==> src/rtl/keypad_scan_if.sv <==
// Pin-side bundle for the keypad scanner: row sense in, column drive and debounced key state out.
// The scanner takes the master view; the board/encoder side takes the slave view.
interface keypad_scan_if;
    logic [3:0]  row_in;
    logic [3:0]  col_out;
    logic [15:0] keys;
    logic        keys_chg;
    logic        frame_done;

    modport master (
        input  row_in,
        output col_out,
        output keys,
        output keys_chg,
        output frame_done
    );

    modport slave (
        output row_in,
        input  col_out,
        input  keys,
        input  keys_chg,
        input  frame_done
    );
endinterface

==> src/rtl/keypad_scan.sv <==
// 4x4 active-low matrix scanner with whole-frame debounce; keys valid one cycle after the final column tick.
// No backpressure: keys/keys_chg/frame_done are level/pulse outputs, consumer must keep up.
module keypad_scan #(
    parameter int SCAN_DIV = 1000,
    parameter int DEBOUNCE = 4
) (
    input  logic          clk,
    input  logic          rst_n,
    keypad_scan_if.master kp
);
    localparam int              DIV_W    = (SCAN_DIV > 1) ? $clog2(SCAN_DIV) : 1;
    localparam logic [DIV_W-1:0] DIV_LAST = DIV_W'(SCAN_DIV - 1);
    localparam logic [3:0]      DEB      = 4'(DEBOUNCE);

    logic [DIV_W-1:0] div_cnt_q, div_cnt_d;
    logic [1:0]       col_q, col_d;
    logic [3:0]       col_out_q, col_out_d;
    logic [15:0]      frame_q, frame_d;
    logic [15:0]      prev_q, prev_d;
    logic [15:0]      keys_q, keys_d;
    logic [3:0]       stable_q, stable_d;
    logic             chg_q, chg_d;
    logic             fd_q, fd_d;
    logic             tick;

    always_comb begin
        tick      = (div_cnt_q == DIV_LAST);
        div_cnt_d = tick ? '0 : div_cnt_q + 1'b1;
        col_d     = tick ? col_q + 2'd1 : col_q;
        col_out_d = ~(4'b0001 << col_d);
        frame_d   = frame_q;
        prev_d    = prev_q;
        stable_d  = stable_q;
        keys_d    = keys_q;
        chg_d     = 1'b0;
        fd_d      = 1'b0;

        if (tick) begin
            // Sample with the column that has been driven for the whole dwell.
            for (int r = 0; r < 4; r++) begin
                frame_d[{2'(r), col_q}] = ~kp.row_in[r];
            end
            if (col_q == 2'd3) begin
                fd_d   = 1'b1;
                prev_d = frame_d;
                if (frame_d == prev_q) begin
                    stable_d = (stable_q >= DEB) ? DEB : stable_q + 4'd1;
                end else begin
                    stable_d = 4'd1;
                end
                if ((stable_d == DEB) && (frame_d != keys_q)) begin
                    keys_d = frame_d;
                    chg_d  = 1'b1;
                end
            end
        end
    end

    always_ff @(posedge clk) begin
        if (!rst_n) begin
            div_cnt_q <= '0;
            col_q     <= 2'd0;
            col_out_q <= 4'b1110;
            frame_q   <= '0;
            prev_q    <= '0;
            stable_q  <= '0;
            keys_q    <= '0;
            chg_q     <= 1'b0;
            fd_q      <= 1'b0;
        end else begin
            div_cnt_q <= div_cnt_d;
            col_q     <= col_d;
            col_out_q <= col_out_d;
            frame_q   <= frame_d;
            prev_q    <= prev_d;
            stable_q  <= stable_d;
            keys_q    <= keys_d;
            chg_q     <= chg_d;
            fd_q      <= fd_d;
        end
    end

    assign kp.col_out    = col_out_q;
    assign kp.keys       = keys_q;
    assign kp.keys_chg   = chg_q;
    assign kp.frame_done = fd_q;
endmodule

==> src/flat_wrapper.sv <==
// flat-port wrapper written by rule: the top's interface ports become plain ports
module keypad_scan_flat 
#(
    parameter int SCAN_DIV = 1000,
    parameter int DEBOUNCE = 4
)
  (clk, rst_n, kp_row_in, kp_col_out, kp_keys, kp_keys_chg, kp_frame_done);
  keypad_scan_if kp_i ();
  input  logic clk;
  input  logic rst_n;
  input wire logic [$bits(kp_i.row_in)-1:0] kp_row_in;
  output wire logic [$bits(kp_i.col_out)-1:0] kp_col_out;
  output wire logic [$bits(kp_i.keys)-1:0] kp_keys;
  output wire logic [$bits(kp_i.keys_chg)-1:0] kp_keys_chg;
  output wire logic [$bits(kp_i.frame_done)-1:0] kp_frame_done;
  assign kp_i.row_in = kp_row_in;
  assign kp_col_out = kp_i.col_out;
  assign kp_keys = kp_i.keys;
  assign kp_keys_chg = kp_i.keys_chg;
  assign kp_frame_done = kp_i.frame_done;
  keypad_scan #(.SCAN_DIV(SCAN_DIV), .DEBOUNCE(DEBOUNCE)) u_core (.clk(clk), .rst_n(rst_n), .kp(kp_i));
endmodule
==> config.mk <==
export PLATFORM = sky130hd
export DESIGN_NAME = keypad_scan_flat
export DESIGN_NICKNAME = d
export VERILOG_FILES = /design/src/rtl/keypad_scan_if.sv /design/src/rtl/keypad_scan.sv /design/src/flat_wrapper.sv
export SDC_FILE = /design/constraint.sdc
export NUM_CORES = 1
export LEC_CHECK = 0
export CORE_ASPECT_RATIO = 1.75
export CORE_MARGIN = 2
export CORE_UTILIZATION = 58
export CTS_BUF_LIST = sky130_fd_sc_hd__clkbuf_8 sky130_fd_sc_hd__clkbuf_16
export CTS_CLUSTER_DIAMETER = 200
export DETAILED_ROUTE_END_ITERATION = 6
export PLACE_DENSITY_LB_ADDON = 0.25
export SYNTH_ARGS = -nofsm -noshare
export SYNTH_HDL_FRONTEND = slang
export SYNTH_SLANG_ARGS = --single-unit
==> constraint.sdc <==
create_clock -name clk -period 3.9 [get_ports clk]
set_input_delay 0.585 -clock clk [delete_from_list [all_inputs] [get_ports clk]]
set_output_delay 0.585 -clock clk [all_outputs]
set_load 0.02 [all_outputs]
# [After elaboration in Yosys (flattened, before gate mapping)]
# Cells that the tools add are included.
[op_classes] add_sub_neg=3 n_lt_le_gt_ge=9 n_eq_ne=5 shift=1 n_mux=19 n_bitwise=6 reduce_logical=10
[ops] cell="$bwmux W16" n=4
[ops] cell="$eq A16 B16 Y1" n=1
[ops] cell="$mux W4" n=4
[ops] cell="$ne A16 B16 Y1" n=1
[ops] cell="$add A10 B1 Y10 const B" n=1
[ops] cell="$eq A10 B10 Y1 const B" n=1
[ops] cell="$lt A4 B5 Y1 const B" n=2
[ops] cell="$demux W1 S2" n=4
[ops] cell="$ge A4 B1 Y1 const B" n=2
[ops] cell="$mux W1" n=6
[ops] cell="$reduce_and A3 Y1" n=2
[ops] cell="$logic_and A1 B1 Y1" n=5
[ops] cell="$lt A2 B5 Y1 const B" n=1
[ops] cell="$lt A3 B5 Y1 const B" n=1
[ops] cell="$not A1 Y1" n=5
[ops] cell="$add A4 B1 Y4 const B" n=1
[ops] cell="$eq A4 B3 Y1 const B" n=1
[ops] cell="$ge A4 B3 Y1 const B" n=1
[ops] cell="$not A4 Y4" n=1
[ops] cell="$reduce_and A2 Y1" n=2
[ops] cell="$shl A1 B2 Y4 const A" n=1
[ops] cell="$ge A3 B1 Y1 const B" n=1
[ops] cell="$add A2 B1 Y2 const B" n=1
[ops] cell="$eq A2 B2 Y1 const B" n=1
[ops] cell="other kinds (3)" n=3
[totals] regBits=70 wordCells=62

# [Logic depth before layout (Yosys ltp)]
# Gate-level depths: netlist (run 1).
[logic_depth] depth_word=15 ltp_mapped=11

# [Worst setup path after synthesis (run 1)]
# No wires, ideal clock.
[synth_timing] kind="reg-to-reg" start="register u_core.col_q[0]" end="register u_core.keys_q[10], in the netlist u_core.kp.keys[10]" setup_ns=0.142 t_arrival_ns=2.702 required_ns=3.758 slack_ns=1.056 path_stages_with_launch=12 path_buffers=2 synth_period_minus_slack_ns=2.844 cell_sequence="dfxtp_1 > inv_1 > ha_1 > and2_4 > o21ai_0 > nand4b_1 > or4_1 > or4b_1 > buf_6 > buf_6 > o211ai_2 > o41ai_2"
[synth_via] elab_chain_cells=15 word_cells_on_any_way=33 classes_between="order compare (8); eq/ne (4); mux (15); reduce/logical (6)"
[synth_lines] element="start, declared" line="keypad_scan.sv:16" rtl="logic [1:0] col_q, col_d;"
[synth_lines] element="start signal, assigned" line="keypad_scan.sv:72" rtl="col_q <= col_d;"
[synth_lines] element="$lt A2 B5 Y1 (not written as such) or $ge A2 B1 Y1 (tied branches)" line="keypad_scan.sv:41" rtl="frame_d[{2'(r), col_q}] = ~kp.row_in[r];"
[synth_lines] element="$logic_and A1 B1 Y1 (not written as such)" line="keypad_scan.sv:41"
[synth_lines] element="$mux W1 (not written as such)" line="keypad_scan.sv:41"
[synth_lines] element="$demux W1 S2"
[synth_lines] element="$bwmux W16 (4 in series)" line="keypad_scan.sv:41"
[synth_lines] element="$eq A16 B16 Y1" line="keypad_scan.sv:46" rtl="if (frame_d == prev_q) begin"
[synth_lines] element="$mux W4" line="keypad_scan.sv:46"
[synth_lines] element="$mux W4" line="keypad_scan.sv:43" rtl="if (col_q == 2'd3) begin"
[synth_lines] element="$mux W4" line="keypad_scan.sv:38" rtl="if (tick) begin"
[synth_lines] element="$eq A4 B3 Y1" line="keypad_scan.sv:51" rtl="if ((stable_d == DEB) && (frame_d != keys_q)) begin"
[synth_lines] element="$logic_and A1 B1 Y1" line="keypad_scan.sv:51"
[synth_lines] element="$reduce_and A3 Y1 (no line)"
[synth_lines] element="end signal, assigned" line="keypad_scan.sv:77" rtl="keys_q <= keys_d;"
[synth_lines] element="end, declared" line="keypad_scan.sv:20" rtl="logic [15:0] keys_q, keys_d;"
# Several ways; a longest one is shown, not always the timed one. The select of a mux whose other input is x is not followed.
# A chain may end at the register's enable or synchronous reset.

# [Worst setup path after layout (run 1)]
[layout_timing] start="register u_core.col_q[0]" end="register u_core.keys_q[1], in the netlist u_core.kp.keys[1]"
# The elaborated chain is that of the path after synthesis.

==> run_results.csv, run 1 <==
group,metric,value,unit
timing,max_slew.worst_pin.slew,0.521,ns
synthesis,synthCells,422,
pwr,p_comb_share,3.4,%
clock_network,numCtsBuffers,9,
synthesis,synth_top_cell_by_area,"dfxtp_1",
route,vias,3107,
clock_network,post_cts_resized,0,
finish,drive_gt1_share,16.2,%
worst_setup_path,crit_slowest_cell,"or4b_1",
pwr,p_clk_share,45.6,%
route,wl,8300,um
worst_setup_path,critPathRequiredTime,4.13,ns
worst_setup_path,criticalPathCategory,"reg2reg",
pwr,power_frac_seq,50.9,%
placement,dpl.hpwl,5870,um
clock_network,clkTransAtPathRegs,0.07,ns
grt,antenna_found_initial,0,
worst_setup_path,cp_max_fo,34,
clock_network,cts_setup_buffers,0,
finish,fin_cells,529,
die,num_rows,37,
timing,finalCritPeriodShare,83.0,%
route,final_antenna_net_count,0,
worst_setup_path,critical_path_arrival,3.46,ns
clock_network,cts-hold-fix-buffers,0,
pwr,powerDensity,343,nW/um^2
die,core,5930,sq um
worst_setup_path,cp_cell_sequence,"inv_1 -> ha_1 -> and2_1 -> o21ai_0 -> nand4b_1 -> or4_1 -> or4b_1 -> buf_4 -> o211ai_1 -> o41ai_1",
die,fp.dieH,108,um
die,dieArea,6840,sq um
clock_network,clk_path_buf_depth,2,
clock_network,clock_sinks,70,
timing,hold_viol,0,
pwr,intPower,1100,uW
route,vias_per_cell,5.87,
placement,place.port_buffers,27,
finish,antenna_cells,0,
timing,rsz0062_at_grt,"no",
clock_network,h-tree-depth,3,
synthesis,synth_area_leaders,"dfxtp_1 (39%), nor2_1 (10%), o41ai_2 (5.9%), o211ai_2 (4.9%), a21oi_1 (4.8%)",
timing,relSlewSlack,65.2,%
clock_network,cts_tree,"yes",
synthesis,ys_ff_latch,70,
finish,area_delta_synth_final,15.1,%
die,initial_core_util,60.4,%
clock_network,root_buffer,"clkbuf_8",
worst_setup_path,slowest_delay,0.52,ns
hold_path,hold_class,"reg2reg",
placement,gp_congestion,0.811,
die,die_w,63.4,um
synthesis,ys_seq_area_share,39.1,%
timing,final.setup.tns,0,ns
synthesis,synth_top_area_share,39.1,%
outcome,status,"finished, final reports clean",
grt,grt_pass1_wl,14000,um
worst_setup_path,end_kind,"register",
route,drt-initial-drc-count,150,
route,drt-pass1-iter-count,4,
pwr,power,1410,uW
clock_network,clk_latency,0.35,ns
synthesis,ys.warnings.count,0,
grt,grt-ovfl-total,0,
pwr,ir_drop,0.325,mV
pwr,power_leakage,0.00152,uW
grt,grt_max_degree,38,
worst_setup_path,start_kind,"register",
die,pin_count,28,
route,drc,0,
timing,fin_worst_skew,0.00958,ns
synthesis,postSynthAreaPerCell,8.49,sq um
grt,gr-usage-all-layers,26.6,%
timing,setup_viol,0,
synthesis,synth_nets,436,
pwr,switching_share,22.4,%
synthesis,syn-cell-area,3580,sq um
placement,place_inst,513,
timing,drv_slew,0,
route,wl_per_cell,15.7,um
timing,clock.fmax,309,MHz
flow_run,drv_cap,0,
finish,final_util,69.6,%
pwr,p_switching,317,uW
finish,nets,460,
grt,grt_pass1_vias,2951,
synthesis,synth.distinct_cells,36,
timing,min_period,3.24,ns
-- sequential cells by signal, indices dropped and copies added (netlist names) --
register,cells
u_core.prev_q,16
u_core.kp.col_out,4
u_core.div_cnt_q,10
u_core.frame_q,16
u_core.kp.keys_chg,1
u_core.stable_q,4
u_core.col_q,2
u_core.kp.keys,16
u_core.kp.frame_done,1
-- cells by family (layout without fill, tap and decap cells) --
group	count (synthesis)	count (layout)	synth area share (%)
xor gates and xnor gates	13	13	3.18
adders and majority gates	8	8	2.80
and+or+nand+nor	204	204	29.0
AOI/OAI and AO/OA	99	99	21.6
DFF	70	70	39.1
muxes	1	1	0.280
buffers and inverters	27	56	4.02
-- critical path: cells and delay by family, from the launching register on --
| kind | cells | cell delay, ns |
|---|---|---|
| flops | 1 | 0.42 |
| buf+inv | 2 | 0.42 |
| fa+ha+maj | 1 | 0.34 |
| simple gates | 4 | 1.42 |
| compound gates | 3 | 0.48 |
-- synth_stat cells --
master,count
and2_2,3
buf_8,1
a211oi_1,2
buf_1,1
a21oi_1,34
o211ai_2,14
buf_6,2
and2_1,13
or2_2,16
nor2_1,96
ha_1,8
dfxtp_1,70
or3_1,16
nand3_1,5
clkinv_1,1
or4_1,5
nor3_1,16
o21ai_0,30
o41ai_1,3
and3_1,3
or4b_1,1
clkbuf_1,17
xnor2_1,5
nand2_1,11
o41ai_2,13
buf_12,1
nand2b_1,1
and2_4,1
nor4_2,1
o2111ai_1,1
nand4_1,2
o211ai_1,2
xor2_1,8
nand4b_1,14
inv_1,4
mux2i_1,1
-- area by class of cell --
class | instances | area (sq um)
clock buffers | 9 | 124
multi-input cells | 325 | 2050
clock inverters | 7 | 97.6
fillers | 534 | 1800
flip-flops and latches | 70 | 1400
inverters | 5 | 18.8
repair buffers | 35 | 330
well taps | 78 | 97.6
-- stage by stage --
stage / instance area [sq um] / hold WS [ns] / worst slack (ns)
after global routing: 4120 / 0.508 / 0.455
final: 4120 / 0.463 / 0.665
after detailed placement: 3900 / 0.455 / 0.458
after global placement: 3900 / 0.444 / 0.523
after floorplan: 3580 / 0.430 / 1.06
after CTS: 4120 / 0.467 / 0.663
-- cell usage in the layout (no fill, tap or decap), types with 2 or more instances in the layout --
cell type | netlist | layout
a211oi_1 | 2 | 2
a21oi_1 | 34 | 34
and2_1 | 13 | 13
and2_2 | 3 | 3
and3_1 | 3 | 3
buf_4 | 0 | 8
bufinv_16 | 0 | 2
clkbuf_8 | 0 | 9
clkdlybuf4s50_1 | 0 | 27
clkinvlp_4 | 0 | 2
dfxtp_1 | 70 | 70
ha_1 | 8 | 8
inv_1 | 4 | 4
nand2_1 | 11 | 11
nand3_1 | 5 | 5
nand4_1 | 2 | 2
nand4b_1 | 14 | 14
nor2_1 | 96 | 96
nor3_1 | 16 | 16
o211ai_1 | 2 | 2
o211ai_2 | 14 | 14
o21ai_0 | 30 | 30
o41ai_1 | 3 | 3
o41ai_2 | 13 | 13
or2_2 | 16 | 16
or3_1 | 16 | 16
or4_1 | 5 | 5
xnor2_1 | 5 | 5
xor2_1 | 8 | 8
-- metal layers --
metal	global-route usage (%)	part of all wire, %	vias to the layer above
li1	-	-	1547
met1	29.4	41	1495
met2	48.3	53	53
met3	6.87	3.7	12
met4	10.1	1.9	0
met5	0	0	-
-- power by group through the flow --
stage	Clock (uW)	Sequential, uW	Combinational (uW)
final	644	719	48.7
after detailed placement	0	736	48.1
after global routing	691	720	53.1
after floorplan	0	736	29.5
after CTS	654	719	48.6
after global placement	0	736	47.5
-- worst paths after layout --
check,start,end,slack [ns],depth (start not counted)
max,u_core.col_q[0]$_SDFF_PN0_,u_core.kp.keys[1]$_SDFFE_PN0P_,0.66,10
min,u_core.stable_q[1]$_SDFFE_PN0P_,u_core.stable_q[1]$_SDFFE_PN0P_,0.46,2
max reg2reg,u_core.col_q[0]$_SDFF_PN0_,u_core.kp.keys[1]$_SDFFE_PN0P_,0.66,10
min reg2reg,u_core.stable_q[1]$_SDFFE_PN0P_,u_core.stable_q[1]$_SDFFE_PN0P_,0.46,2
Note: power is estimated with default switching activity, not from simulation.
==> run 2, diff against run 1 <==
Settings changed: CORE_UTILIZATION 58 to 52.
Clock period 3.9 ns to 2.7 ns, I/O delays scaled along.
==> run_results.csv, run 2 (synthesis gave the netlist of run 1 again) <==
group,metric,value,unit
outcome,status,"finished, violations left",
outcome,violations,"negative setup slack",
die,die_w,66.7,um
die,pin_count,28,
finish,drive_gt1_share,28.1,%
finish,area_delta_synth_final,34.5,%
timing,max_slew.worst_pin.slew,0.449,ns
clock_network,clock_sinks,70,
worst_setup_path,critical_path_arrival,3.17,ns
timing,hold_viol,0,
finish,antenna_cells,0,
worst_setup_path,start_kind,"register",
clock_network,cts-hold-fix-buffers,0,
clock_network,numCtsBuffers,9,
placement,post_dp_cell_area,4300,sq um
worst_setup_path,cp_cell_sequence,"inv_4 -> ha_4 -> buf_12 -> nor2_2 -> nor3_1 -> nand4b_1 -> or4_4 -> or4b_4 -> buf_12 -> o41ai_2",
placement,gp_congestion,0.886,
grt,grt_pass1_wl,14900,um
placement,place_inst,555,
worst_setup_path,cp_max_fo,13,
worst_setup_path,critPathBufInv,3,
clock_network,h-tree-depth,3,
worst_setup_path,critPathRequiredTime,2.93,ns
worst_setup_path,path_delay_family,"simple AND/OR/NAND/NOR gates",
die,num_rows,40,
route,wl,9550,um
grt,antenna_found_initial,0,
clock_network,clkTransAtPathRegs,0.05,ns
die,dieArea,7590,sq um
timing,min_period,2.93,ns
grt,grt_max_degree,56,
route,vias,3301,
route,drt-initial-drc-count,178,
timing,clock.fmax,341,MHz
timing,drv_slew,0,
flow_run,drv_cap,0,
worst_setup_path,end_kind,"register",
clock_network,clk_latency,0.34,ns
worst_setup_path,crit_slowest_cell,"or4b_4",
clock_network,clk_path_buf_depth,2,
grt,gr-usage-all-layers,26.3,%
timing,final.setup.tns,-3.40,ns
pwr,power_leakage,0.00186,uW
worst_setup_path,cpMostUsedCell,"buf_12",
grt,grt-ovfl-total,0,
worst_setup_path,slowest_delay,0.60,ns
finish,nFillCells,540,
pwr,powerDensity,537,nW/um^2
route,vias_per_cell,5.74,
finish,stdcell_area,4820,sq um
timing,rsz0062_at_grt,"yes",
die,fp.dieH,114,um
hold_path,hold_class,"reg2reg",
pwr,ir_drop,0.419,mV
placement,dp_slack,-0.622,ns
grt,grt_pass1_vias,3172,
finish,layout_commonest_cell,"nor2_1",
route,drc,0,
finish,nets,500,
finish,final_cell_mix,"nor2_1 (92), dfxtp_1 (68), buf_4 (41), a21oi_1 (34), clkdlybuf4s50_1 (27)",
timing,fin_ws,-0.235,ns
timing,fin_worst_skew,0.00626,ns
route,wl_per_cell,16.6,um
placement,place.port_buffers,27,
worst_setup_path,criticalPathCategory,"reg2reg",
pwr,power,2590,uW
timing,setup_viol,18,
clock_network,cts_tree,"yes",
die,core,6760,sq um
route,drt-pass1-iter-count,4,
finish,fin_cells,575,
clock_network,root_buffer,"clkbuf_16",
placement,dpl.hpwl,6350,um
timing,relSlewSlack,69.8,%
route,final_antenna_net_count,0,
die,initial_core_util,53.0,%
timing,finalCritPeriodShare,109,%
==> run 2: changes by cell type in the layout (fill, tap and decap cells not counted), moves of 5 or more <==
| cell | delta |
|---|---|
| clkbuf_16 | +10 |
| clkbuf_8 | -8 |
| buf_12 | +5 |
| o21ai_0 | -6 |
| buf_4 | +33 |
==> run 2: final cells by class <==
type / count / area [sq um] / area share [%]
Timing Repair Buffer: 75 / 718 / 14.9
Tap cell: 84 / 105 / 2.18
Clock inverter: 6 / 133 / 2.75
Sequential cell: 70 / 1410 / 29.2
Inverter: 5 / 23.8 / 0.494
Clock buffer: 10 / 239 / 4.96
Multi-Input combinational cell: 325 / 2190 / 45.5
==> run 2: layer usage <==
| layer | share of wire (%) | track usage, % |
|---|---|---|
| met2 | 55 | 46.7 |
| met1 | 39 | 28.1 |
| met4 | 2.8 | 11.6 |
| met3 | 3.1 | 7.30 |
| met5 | 0 | 0 |
==> run 2: final timing paths <==
check / from / to / slack [ns] / cells after the start
worst max-delay path: u_core.col_q[0]$_SDFF_PN0_ / u_core.kp.keys[9]$_SDFFE_PN0P_ / -0.23 / 10
worst max register to register: u_core.col_q[0]$_SDFF_PN0_ / u_core.kp.keys[9]$_SDFFE_PN0P_ / -0.23 / 10
worst min-delay path: u_core.stable_q[1]$_SDFFE_PN0P_ / u_core.stable_q[1]$_SDFFE_PN0P_ / 0.47 / 2
worst min register to register: u_core.stable_q[1]$_SDFFE_PN0P_ / u_core.stable_q[1]$_SDFFE_PN0P_ / 0.47 / 2
==> run 2: tightest hold or removal path: cells and delay by family, from the launching register on <==
| family | cells | cell delay [ns] |
|---|---|---|
| flip-flops | 1 | 0.31 |
| AND/OR/NAND/NOR | 1 | 0.05 |
| AO/OA/AOI/OAI | 1 | 0.05 |
==> run 2: repair_timing <==
item / in CTS / in global routing
cloned: 0 / 1
pin swaps: 2 / 12
endpoints found under the setup margin: 20 / 20
gates resized for setup: 14 / 13
buffers inserted: 3 / 0
==> run 2: report_power, final <==
group / leakage (uW) / internal [uW] / switching, uW
clock network: 0.000179 / 1020 / 447
registers: 0.000566 / 1030 / 3.53
logic: 0.00112 / 33.5 / 48.1
==> run 2: per-stage QoR <==
| step | utilization (%) | hold slack, ns |
|---|---|---|
| after floorplan | - | 0.430 |
| after global placement | 63.6 | 0.449 |
| after detailed placement | 63.6 | 0.462 |
| after CTS | 70.2 | 0.468 |
| after global routing | 71.3 | 0.498 |
| final | 71.3 | 0.467 |
==> run 3, diff against run 2 <==
Settings changed: MAX_ROUTING_LAYER from default to met4.
==> run_results.csv, run 3 (synthesis gave the netlist of run 1 again) <==
group,metric,value,unit
finish,final_cell_mix,"nor2_1 (92), dfxtp_1 (68), buf_4 (41), a21oi_1 (34), clkdlybuf4s50_1 (27)",
timing,clock.fmax,342,MHz
worst_setup_path,cp_max_fo,13,
route,wl_per_cell,16.7,um
clock_network,root_buffer,"clkbuf_16",
worst_setup_path,critPathRequiredTime,2.93,ns
pwr,p_switching,497,uW
timing,hold_ws,0.467,ns
timing,fin_worst_skew,0.00622,ns
finish,antenna_cells,0,
timing,relSlewSlack,69.2,%
route,drt-pass1-iter-count,4,
timing,finalCritPeriodShare,108,%
clock_network,cts-hold-fix-buffers,0,
worst_setup_path,critical_path_arrival,3.16,ns
pwr,power_frac_seq,40.2,%
finish,area_delta_synth_final,34.5,%
clock_network,clock_sinks,70,
hold_path,worstHoldPathCells,2,
timing,min_period,2.93,ns
outcome,violations,"negative setup slack",
placement,dp_slack,-0.622,ns
flow_run,drv_cap,0,
worst_setup_path,end_kind,"register",
route,vias_per_cell,5.77,
timing,hold_viol,0,
worst_setup_path,r2r-end,"u_core.kp.keys[9]$_SDFFE_PN0P_",
pwr,intPower,2090,uW
grt,grt_pass1_wl,14800,um
timing,rsz0062_at_grt,"yes",
route,final_antenna_net_count,0,
finish,nets,500,
route,drt-initial-drc-count,169,
route,vias,3319,
pwr,p_clk_share,56.7,%
die,pin_count,28,
clock_network,cts_tree,"yes",
route,wl,9580,um
clock_network,h-tree-depth,3,
hold_path,hold_class,"reg2reg",
placement,gp_congestion,0.901,
grt,grt-ovfl-total,0,
grt,grt_max_degree,56,
worst_setup_path,r2r-start,"u_core.col_q[0]$_SDFF_PN0_",
hold_path,hold_end,"u_core.stable_q[1]$_SDFFE_PN0P_",
clock_network,clk_path_buf_depth,2,
pwr,p_comb_share,3.1,%
timing,drv_slew,0,
clock_network,numCtsBuffers,9,
die,dieArea,7590,sq um
worst_setup_path,rr_worst_depth,10,
timing,fin_ws,-0.225,ns
grt,gr-usage-all-layers,26.9,%
clock_network,clkTransAtPathRegs,0.05,ns
worst_setup_path,start_kind,"register",
grt,grt_pass1_vias,3169,
clock_network,clk_latency,0.34,ns
worst_setup_path,criticalPathCategory,"reg2reg",
die,fp.dieH,114,um
finish,drive_gt1_share,28.1,%
pwr,powerDensity,536,nW/um^2
finish,layout_commonest_cell,"nor2_1",
pwr,power_leakage,0.00186,uW
timing,setup_viol,18,
die,num_rows,40,
pwr,switching_share,19.2,%
die,initial_core_util,53.0,%
die,core,6760,sq um
placement,dpl.hpwl,6350,um
hold_path,hold_start,"u_core.stable_q[1]$_SDFFE_PN0P_",
placement,place.port_buffers,27,
outcome,status,"finished, violations left",
grt,antenna_found_initial,0,
die,die_w,66.7,um
route,drc,0,
worst_setup_path,r2r_slack,-0.23,ns
pwr,ir_drop,0.421,mV
timing,max_slew.worst_pin.slew,0.456,ns
-- run 3: per-stage QoR --
step / TNS, ns / area, sq um / power (uW) / instances / utilization, %
finish: -3.27 / 4820 / 2580 / 575 / 71.3
global route: -4.38 / 4820 / 2650 / 575 / 71.3
CTS: -2.79 / 4740 / 2600 / 574 / 70.2
detailed placement: -11.49 / 4300 / 1140 / 555 / 63.6
global placement: -10.41 / 4300 / 1140 / 555 / 63.6
floorplan: 0 / 3640 / 1100 / 422 / -
-- run 3: layout make-up --
| class | instances | area [sq um] |
|---|---|---|
| clock buffers | 10 | 239 |
| clock inverters | 6 | 133 |
| fillers | 540 | 1940 |
| inverters | 5 | 23.8 |
| multi-input cells | 325 | 2190 |
| flip-flops and latches | 70 | 1410 |
| well taps | 84 | 105 |
| repair buffers | 75 | 718 |
-- run 3: power groups by stage --
stage | Clock, uW | Sequential, uW | Combinational [uW]
5_1_grt | 1520 | 1040 | 87.9
2_1_floorplan | 0 | 1060 | 42.6
3_5_place_dp | 0 | 1060 | 77.6
4_1_cts | 1480 | 1040 | 79.1
3_3_place_gp | 0 | 1060 | 76.2
6_report | 1460 | 1040 | 81.3
-- run 3: how the worst max path moves through the flow --
stage / from / endpoint / slack [ns] / depth (start not counted)
final: u_core.col_q[0]$_SDFF_PN0_ / u_core.kp.keys[9]$_SDFFE_PN0P_ / -0.23 / 10
after global routing: u_core.col_q[1]$_SDFF_PN0_ / u_core.kp.keys[11]$_SDFFE_PN0P_ / -0.27 / 11
after CTS: u_core.col_q[1]$_SDFF_PN0_ / u_core.kp.keys[9]$_SDFFE_PN0P_ / -0.20 / 9
after detailed placement: kp_row_in[1] / u_core.kp.keys[9]$_SDFFE_PN0P_ / -0.62 / 8
after global placement: kp_row_in[1] / u_core.kp.keys[0]$_SDFFE_PN0P_ / -0.54 / 9
after floorplan: u_core.col_q[0]$_SDFF_PN0_ / u_core.kp.keys[10]$_SDFFE_PN0P_ / 0.008 / 11
-- run 3: routing by layer --
layer / wire (um) / vias to the layer above / track usage, % / share of wire [%]
li1: - / 1634 / - / -
met1: 3690 / 1597 / 27.9 / 38
met2: 5340 / 70 / 46.7 / 56
met3: 359 / 18 / 7.30 / 3.7
met4: 191 / 0 / 11.7 / 2.0
met5: 0 / - / - / 0
-- run 3: critical path, cell delays in order, from the launching register on --
cell,delay [ns]
dfxtp_4,0.40
inv_4,0.07
ha_4,0.17
buf_12,0.13
nor2_2,0.14
nor3_1,0.09
nand4b_1,0.25
or4_4,0.47
or4b_4,0.60
buf_12,0.19
o41ai_2,0.30
-- run 3: repair_timing --
item,in CTS,in global routing
buffers inserted,3,0
gates resized for setup,14,13
pin swaps,2,12
cloned,0,1
endpoints found under the setup margin,20,20
